--- src/rtl/tnoc_packet_packer_if.sv ---
// Bus bundle for the packet packer.
//   header_*  : packed multi-flit header offered by the upstream packet source
//   payload_* : payload word stream that follows a header with payload
//   flit_*    : serialised flit stream towards the NoC router
// slave  = packer side, master = environment (source + downstream sink) side.
interface tnoc_packet_packer_if #(
  parameter int FLIT_DATA_WIDTH      = 64,
  parameter int REQUEST_HEADER_FLITS = 2
);
  logic                                            header_valid;
  logic                                            header_ready;
  logic [REQUEST_HEADER_FLITS*FLIT_DATA_WIDTH-1:0] header_data;
  logic                                            header_is_request;
  logic                                            header_has_payload;
  logic                                            payload_valid;
  logic                                            payload_ready;
  logic [FLIT_DATA_WIDTH-1:0]                      payload_data;
  logic                                            payload_last;
  logic                                            flit_valid;
  logic                                            flit_ready;
  logic                                            flit_type;
  logic                                            flit_head;
  logic                                            flit_tail;
  logic [FLIT_DATA_WIDTH-1:0]                      flit_data;

  modport slave (
    input  header_valid, header_data, header_is_request, header_has_payload,
    output header_ready,
    input  payload_valid, payload_data, payload_last,
    output payload_ready,
    output flit_valid, flit_type, flit_head, flit_tail, flit_data,
    input  flit_ready
  );

  modport master (
    output header_valid, header_data, header_is_request, header_has_payload,
    input  header_ready,
    output payload_valid, payload_data, payload_last,
    input  payload_ready,
    input  flit_valid, flit_type, flit_head, flit_tail, flit_data,
    output flit_ready
  );
endinterface

--- src/rtl/tnoc_packet_packer.sv ---
// Packet packer: serialises a packed header (request or response length) and an
// optional payload word stream into a single flit stream, zero-latency, one
// flit per cycle.
// Ports:
//   clk  : sole clock, rising edge
//   rst  : asynchronous active-high reset
//   bus  : tnoc_packet_packer_if.slave (header/payload in, flits out)
//
// state   | meaning
// HEADER  | emitting header flit flit_count of the offered header
// PAYLOAD | forwarding payload words until payload_last is accepted
module tnoc_packet_packer #(
  parameter int FLIT_DATA_WIDTH       = 64,
  parameter int REQUEST_HEADER_FLITS  = 2,
  parameter int RESPONSE_HEADER_FLITS = 1
) (
  input logic                        clk,
  input logic                        rst,
  tnoc_packet_packer_if.slave        bus
);

  localparam int CW = (REQUEST_HEADER_FLITS > 1) ? $clog2(REQUEST_HEADER_FLITS) : 1;
  localparam logic [CW-1:0] REQ_LAST = CW'(REQUEST_HEADER_FLITS - 1);
  localparam logic [CW-1:0] RSP_LAST = CW'(RESPONSE_HEADER_FLITS - 1);

  typedef enum logic {
    ST_HEADER  = 1'b0,
    ST_PAYLOAD = 1'b1
  } state_e;

  state_e         state_q, state_d;
  logic [CW-1:0]  flit_count_q, flit_count_d;
  logic [CW-1:0]  last_count;
  logic           header_last;
  logic           handshake;
  logic           flit_valid_raw;

  logic [FLIT_DATA_WIDTH-1:0] header_flits [REQUEST_HEADER_FLITS];

  for (genvar k = 0; k < REQUEST_HEADER_FLITS; k++) begin : g_slice
    assign header_flits[k] = bus.header_data[k*FLIT_DATA_WIDTH +: FLIT_DATA_WIDTH];
  end

  always_comb begin
    state_d            = state_q;
    flit_count_d       = flit_count_q;
    last_count         = bus.header_is_request ? REQ_LAST : RSP_LAST;
    header_last        = (flit_count_q == last_count);
    flit_valid_raw     = 1'b0;
    bus.flit_type      = 1'b0;
    bus.flit_head      = 1'b0;
    bus.flit_tail      = 1'b0;
    bus.flit_data      = '0;
    bus.header_ready   = 1'b0;
    bus.payload_ready  = 1'b0;

    case (state_q)
      ST_HEADER: begin
        flit_valid_raw   = bus.header_valid;
        bus.flit_data    = header_flits[flit_count_q];
        bus.flit_head    = (flit_count_q == '0);
        bus.flit_tail    = header_last & ~bus.header_has_payload;
        bus.header_ready = bus.flit_ready & header_last;
      end
      default: begin
        flit_valid_raw    = bus.payload_valid;
        bus.flit_type     = 1'b1;
        bus.flit_data     = bus.payload_data;
        bus.flit_tail     = bus.payload_last;
        bus.payload_ready = bus.flit_ready;
      end
    endcase

    handshake = flit_valid_raw & bus.flit_ready;

    if (handshake) begin
      if (state_q == ST_HEADER) begin
        if (header_last) begin
          flit_count_d = '0;
          state_d      = bus.header_has_payload ? ST_PAYLOAD : ST_HEADER;
        end else begin
          flit_count_d = flit_count_q + 1'b1;
        end
      end else if (bus.payload_last) begin
        state_d = ST_HEADER;
      end
    end

    // Reset must silence the handshake outputs even while inputs are active.
    bus.flit_valid = flit_valid_raw & ~rst;
    if (rst) begin
      bus.header_ready  = 1'b0;
      bus.payload_ready = 1'b0;
    end
  end

  always_ff @(posedge clk or posedge rst) begin
    if (rst) begin
      state_q      <= ST_HEADER;
      flit_count_q <= '0;
    end else begin
      state_q      <= state_d;
      flit_count_q <= flit_count_d;
    end
  end

endmodule

--- src/flat_wrapper.sv ---
// flat-port wrapper written by rule: the top's interface ports become plain ports
module tnoc_packet_packer_flat 
#(
  parameter int FLIT_DATA_WIDTH       = 64,
  parameter int REQUEST_HEADER_FLITS  = 2,
  parameter int RESPONSE_HEADER_FLITS = 1
)
  (clk, rst, bus_header_valid, bus_header_data, bus_header_is_request, bus_header_has_payload, bus_header_ready, bus_payload_valid, bus_payload_data, bus_payload_last, bus_payload_ready, bus_flit_valid, bus_flit_type, bus_flit_head, bus_flit_tail, bus_flit_data, bus_flit_ready);
  tnoc_packet_packer_if #(.FLIT_DATA_WIDTH(FLIT_DATA_WIDTH), .REQUEST_HEADER_FLITS(REQUEST_HEADER_FLITS)) bus_i ();
  input logic clk;
  input logic rst;
  input wire logic [$bits(bus_i.header_valid)-1:0] bus_header_valid;
  input wire logic [$bits(bus_i.header_data)-1:0] bus_header_data;
  input wire logic [$bits(bus_i.header_is_request)-1:0] bus_header_is_request;
  input wire logic [$bits(bus_i.header_has_payload)-1:0] bus_header_has_payload;
  output wire logic [$bits(bus_i.header_ready)-1:0] bus_header_ready;
  input wire logic [$bits(bus_i.payload_valid)-1:0] bus_payload_valid;
  input wire logic [$bits(bus_i.payload_data)-1:0] bus_payload_data;
  input wire logic [$bits(bus_i.payload_last)-1:0] bus_payload_last;
  output wire logic [$bits(bus_i.payload_ready)-1:0] bus_payload_ready;
  output wire logic [$bits(bus_i.flit_valid)-1:0] bus_flit_valid;
  output wire logic [$bits(bus_i.flit_type)-1:0] bus_flit_type;
  output wire logic [$bits(bus_i.flit_head)-1:0] bus_flit_head;
  output wire logic [$bits(bus_i.flit_tail)-1:0] bus_flit_tail;
  output wire logic [$bits(bus_i.flit_data)-1:0] bus_flit_data;
  input wire logic [$bits(bus_i.flit_ready)-1:0] bus_flit_ready;
  assign bus_i.header_valid = bus_header_valid;
  assign bus_i.header_data = bus_header_data;
  assign bus_i.header_is_request = bus_header_is_request;
  assign bus_i.header_has_payload = bus_header_has_payload;
  assign bus_header_ready = bus_i.header_ready;
  assign bus_i.payload_valid = bus_payload_valid;
  assign bus_i.payload_data = bus_payload_data;
  assign bus_i.payload_last = bus_payload_last;
  assign bus_payload_ready = bus_i.payload_ready;
  assign bus_flit_valid = bus_i.flit_valid;
  assign bus_flit_type = bus_i.flit_type;
  assign bus_flit_head = bus_i.flit_head;
  assign bus_flit_tail = bus_i.flit_tail;
  assign bus_flit_data = bus_i.flit_data;
  assign bus_i.flit_ready = bus_flit_ready;
  tnoc_packet_packer #(.FLIT_DATA_WIDTH(FLIT_DATA_WIDTH), .REQUEST_HEADER_FLITS(REQUEST_HEADER_FLITS), .RESPONSE_HEADER_FLITS(RESPONSE_HEADER_FLITS)) u_core (.clk(clk), .rst(rst), .bus(bus_i));
endmodule
--- config.mk ---
export PLATFORM = sky130hd
export DESIGN_NAME = tnoc_packet_packer_flat
export DESIGN_NICKNAME = d
export VERILOG_FILES = /design/src/rtl/tnoc_packet_packer_if.sv /design/src/rtl/tnoc_packet_packer.sv /design/src/flat_wrapper.sv
export SDC_FILE = /design/constraint.sdc
export NUM_CORES = 1
export LEC_CHECK = 0
export BUFFER_PORTS_ARGS = -buffer_cell sky130_fd_sc_hd__buf_4
export CAP_MARGIN = 10
export CORE_AREA = 3 3 103 105
export DETAILED_ROUTE_END_ITERATION = 10
export DIE_AREA = 0 0 106 108
export MAX_ROUTING_LAYER = met4
export PLACE_DENSITY = 0.57
export RECOVER_POWER = 100
export SETUP_SLACK_MARGIN = 0.3
export SLEW_MARGIN = 20
export SYNTH_ARGS = -nofsm -noshare
export SYNTH_HDL_FRONTEND = slang
export SYNTH_SLANG_ARGS = --single-unit
--- constraint.sdc ---
create_clock -name clk -period 2.93 [get_ports clk]
set_input_delay 0.7325 -clock clk [delete_from_list [all_inputs] [get_ports clk]]
set_output_delay 0.7325 -clock clk [all_outputs]
set_load 0.02 [all_outputs]
# ---- After elaboration in Yosys (flattened, before gate mapping)
# Index checks and enable logic that the tools add are counted.
dict set report word_totals {
  regBits 2
  in_bits 200
}
dict set report classes {
  eq_ne 1
  n_bitwise 9
  n_reduce_logical 1
  add_sub_neg 1
  n_mux 18
  order_cmp 1
}
# operator count
set ops {}
lappend ops {{64-bit 2-to-1 mux} 4}
lappend ops {{1-bit 2-to-1 mux} 14}
lappend ops {{1-bit AND} 4}
lappend ops {{1-bit NOT} 4}
lappend ops {{2-bit greater-or-equal comparator, second input constant} 1}
lappend ops {{1-bit NOT with 2-bit output} 1}
lappend ops {{2-bit AND reduction} 1}
lappend ops {{1-bit adder, second input constant} 1}
lappend ops {{1-bit == test} 1}

# ---- Depth between registers and ports, before layout
dict set report depth {
  word_depth 5
  depth_mapped 7
}

# ---- Worst setup path before layout
# OpenSTA, ideal clock, no wires.
dict set report synth_path {
  kind {flip-flop to output port}
  start {register u_core.flit_count_q}
  end {output port bus_header_ready}
  path_stages_with_launch 7
  t_arrival_ps 1760
  n_path_buf 3
  setup_slack_ps 438
  path_cell_list {dfrtp_1 -> buf_4 -> buf_12 -> buf_8 -> inv_1 -> ha_1 -> nor4bb_1}
}
dict set report synth_via {
  elab_chain_cells 4
}
# item line
set synth_lines {}
lappend synth_lines {{start, declared} tnoc_packet_packer.sv:32} ;# logic [CW-1:0] flit_count_q, flit_count_d;
lappend synth_lines {{start signal, assigned} tnoc_packet_packer.sv:103} ;# flit_count_q <= flit_count_d;
lappend synth_lines {{1-bit == test} tnoc_packet_packer.sv:48} ;# header_last = (flit_count_q == last_count);
lappend synth_lines {{1-bit AND} tnoc_packet_packer.sv:63} ;# bus.header_ready = bus.flit_ready & header_last;
lappend synth_lines {{1-bit 2-to-1 mux} tnoc_packet_packer.sv:57} ;# case (state_q)
lappend synth_lines {{1-bit 2-to-1 mux} tnoc_packet_packer.sv:91} ;# if (rst) begin
lappend synth_lines {{end, declared} flat_wrapper.sv:16} ;# output wire logic [$bits(bus_i.header_ready)-1:0] bus_header_ready;
# Every way passes these cells.

# ---- Worst setup path in the final report
# Same ends and word-level chain as after synthesis.

==> flow_summary.yaml <==
route:
  wl_per_cell_um: 13.7
  drt-initial-drc-count: 77
  avgViaCountPerCell: 4.08
  first_pass_iters: 4
  remaining_drc_errors: 0
  drtAntennaViolNets: 0
  vias: 2522
  wl_um: 8470
grt:
  antenna_found_initial: 0
  grt_pass1_vias: 2630
  grt_max_degree: 61
  grt-ovfl-total: 0
  grt_pass1_wl_um: 12300
  grt_usage: 0.134
floorplanning:
  die_height_um: 108
  die_area_um2: 11400
  io-pin-count: 270
  core-area_um2: 9730
  die_w_um: 106
  start_util: 0.156
  rows: 36
cts:
  cts_root_buf: "clkbuf_8"
  cts_made_buffers: 3
  clock-sinks: 2
  cts_hold_buffers: 0
  insertion_delay_ns: 0.21
  h-tree-depth: 1
  cts_buffer_depth: 2
  cts_tree: "done"
  path_clk_slew_ns: 0.03
worst_setup_path:
  reg2reg_slack_ns: 1.37
  crit_path_start_kind: "flop"
  path_cells: "inv_1, ha_1, nor4bb_1, clkbuf_1"
  worst_ep_required_time_ns: 2.20
  path_max_fanout: 23
  arrival_ns: 1.85
  critPathKind: "flop to output pin"
  cp-end-kind: "output pin"
  cp_slowest_cell: "dfrtp_4"
  cp_slowest_stage_delay_ns: 0.68
logic_synthesis:
  avgSynthCellArea_um2: 6.58
  synth_nets: 432
  netlist_area_um2: 1520
  ys_types: 19
  synth_warnings: 0
  synth-seq-cells: 2
  synth_seq_area_share: 0.0329
  syn_inst: 231
layout:
  final_common_cell: "buf_4"
  nNetsFinal: 688
  syn_to_final_growth_pct: 124
  antennaDiodeCount: 0
  final_cells: 618
  final_cell_mix: "buf_4, mux2i_1, clkbuf_1, nand2_1, o21ai_0"
  drive_gt1_frac: 0.443
place:
  place_congestion: 0.830
  dp.cells: 615
  dp_hpwl_um: 7280
  io_buffers: 269
run_status:
  outcome: "finished, final reports clean"
sta:
  setup_viol: 0
  maxSlewHeadroom: 0.615
  fin_crit_ns: 2.58
  fin_setup_tns_ns: 0
  fin_crit_sh: 0.880
  max_freq_mhz: 388
  drv_slew: 0
  fin_skew_ns: 0.000298
  rsz0062_at_grt: "true"
  tightest_slew_ns: 0.577
  hold_viol: 0
power:
  p_leak_nw: 1.69
  cellPowerDensity_nw_per_um2: 786
  ir_drop_mv: 0.294
flow_run:
  drv_cap: 0
worst_hold_path:
  hp-class: "input pin to async pin"
-- synth_stat cells --
| master | instances | area share |
|---|---|---|
| mux2i_1 | 65 | 0.43 |
| nand2_1 | 64 | 0.16 |
| o21ai_0 | 37 | 0.12 |
| o21ai_1 | 27 | 0.089 |
| clkbuf_1 | 12 | 0.030 |
| buf_4 | 4 | 0.020 |
| buf_12 | 3 | 0.040 |
| buf_2 | 3 | 0.0099 |
| nor2_1 | 3 | 0.0074 |
| a41oi_1 | 2 | 0.012 |
| dfrtp_1 | 2 | 0.033 |
| inv_1 | 2 | 0.0049 |
| a22o_1 | 1 | 0.0058 |
| and3_1 | 1 | 0.0041 |
| buf_8 | 1 | 0.0099 |
| ha_1 | 1 | 0.0082 |
| mux2_2 | 1 | 0.0074 |
| nand3b_1 | 1 | 0.0049 |
| nor4bb_1 | 1 | 0.0066 |
-- layout make-up --
cell class,instances,area (µm²)
fillers,1109,6330
repair buffers,274,1830
multi-input cells,204,1300
well taps,133,166
flip-flops and latches,2,57.6
clock buffers,3,41.3
inverters,2,7.51
-- registers in the layout, indices dropped and copies added (netlist names) --
signal               cells
u_core.flit_count_q      1
u_core.state_q           1
-- final timing paths --
check	from	to	depth (start not counted)
max in group asynchronous	rst	u_core.state_q	2
min reg2reg	u_core.flit_count_q	u_core.flit_count_q	1
max reg2reg	u_core.flit_count_q	u_core.state_q	4
min	rst	u_core.flit_count_q	2
min in group clk	bus_payload_valid	u_core.state_q	2
max	u_core.flit_count_q	bus_header_ready	4
-- per-stage QoR --
stage	power [W]	setup slack (ns)	util	hold WS (ns)	instance area, µm²
floorplan	0.00190	0.438	-	0.479	1520
global placement	0.00296	0.529	0.370	0.622	3600
detailed placement	0.00298	0.506	0.370	0.626	3600
CTS	0.00310	0.345	0.374	0.409	3640
global route	0.00291	0.192	0.350	0.424	3400
finish	0.00267	0.350	0.350	0.400	3400
-- layer usage --
metal  track usage  wire length (µm)
met1         0.132              2990
met2         0.281              4880
met3        0.0227               583
met4        0.0148                19
met5             -                 0
-- where the power goes --
group / internal, W / switching (W)
clock network: 0.0000866 / 0.0000186
registers: 0.0000492 / 0.000195
logic: 0.000898 / 0.00143
total: 0.00103 / 0.00164
-- timing repair --
action                     CTS  global route
gates resized for setup      1             1
setup endpoints to repair    1            12
buffers inserted             0             0
-- cells by family (layout without fill, tap and decap cells) --
kind of cell / count (synthesis) / in the layout / synth area share
adders and majority gates: 1 / 1 / 0.00824
muxes: 66 / 66 / 0.436
DFF: 2 / 2 / 0.0330
buffers and inverters: 25 / 279 / 0.114
AOI/OAI and AO/OA: 67 / 67 / 0.228
and+or+nand+nor: 70 / 70 / 0.181
-- worst max-delay path: cells and delay by family (launching register included) --
kind / cells / cell delay [ns]
buffers and inverters: 2 / 0.34
flip-flops: 1 / 0.68
adder cells (fa/ha/maj): 1 / 0.33
AND/OR/NAND/NOR: 1 / 0.28
Note: power is estimated with default switching activity, not from simulation.
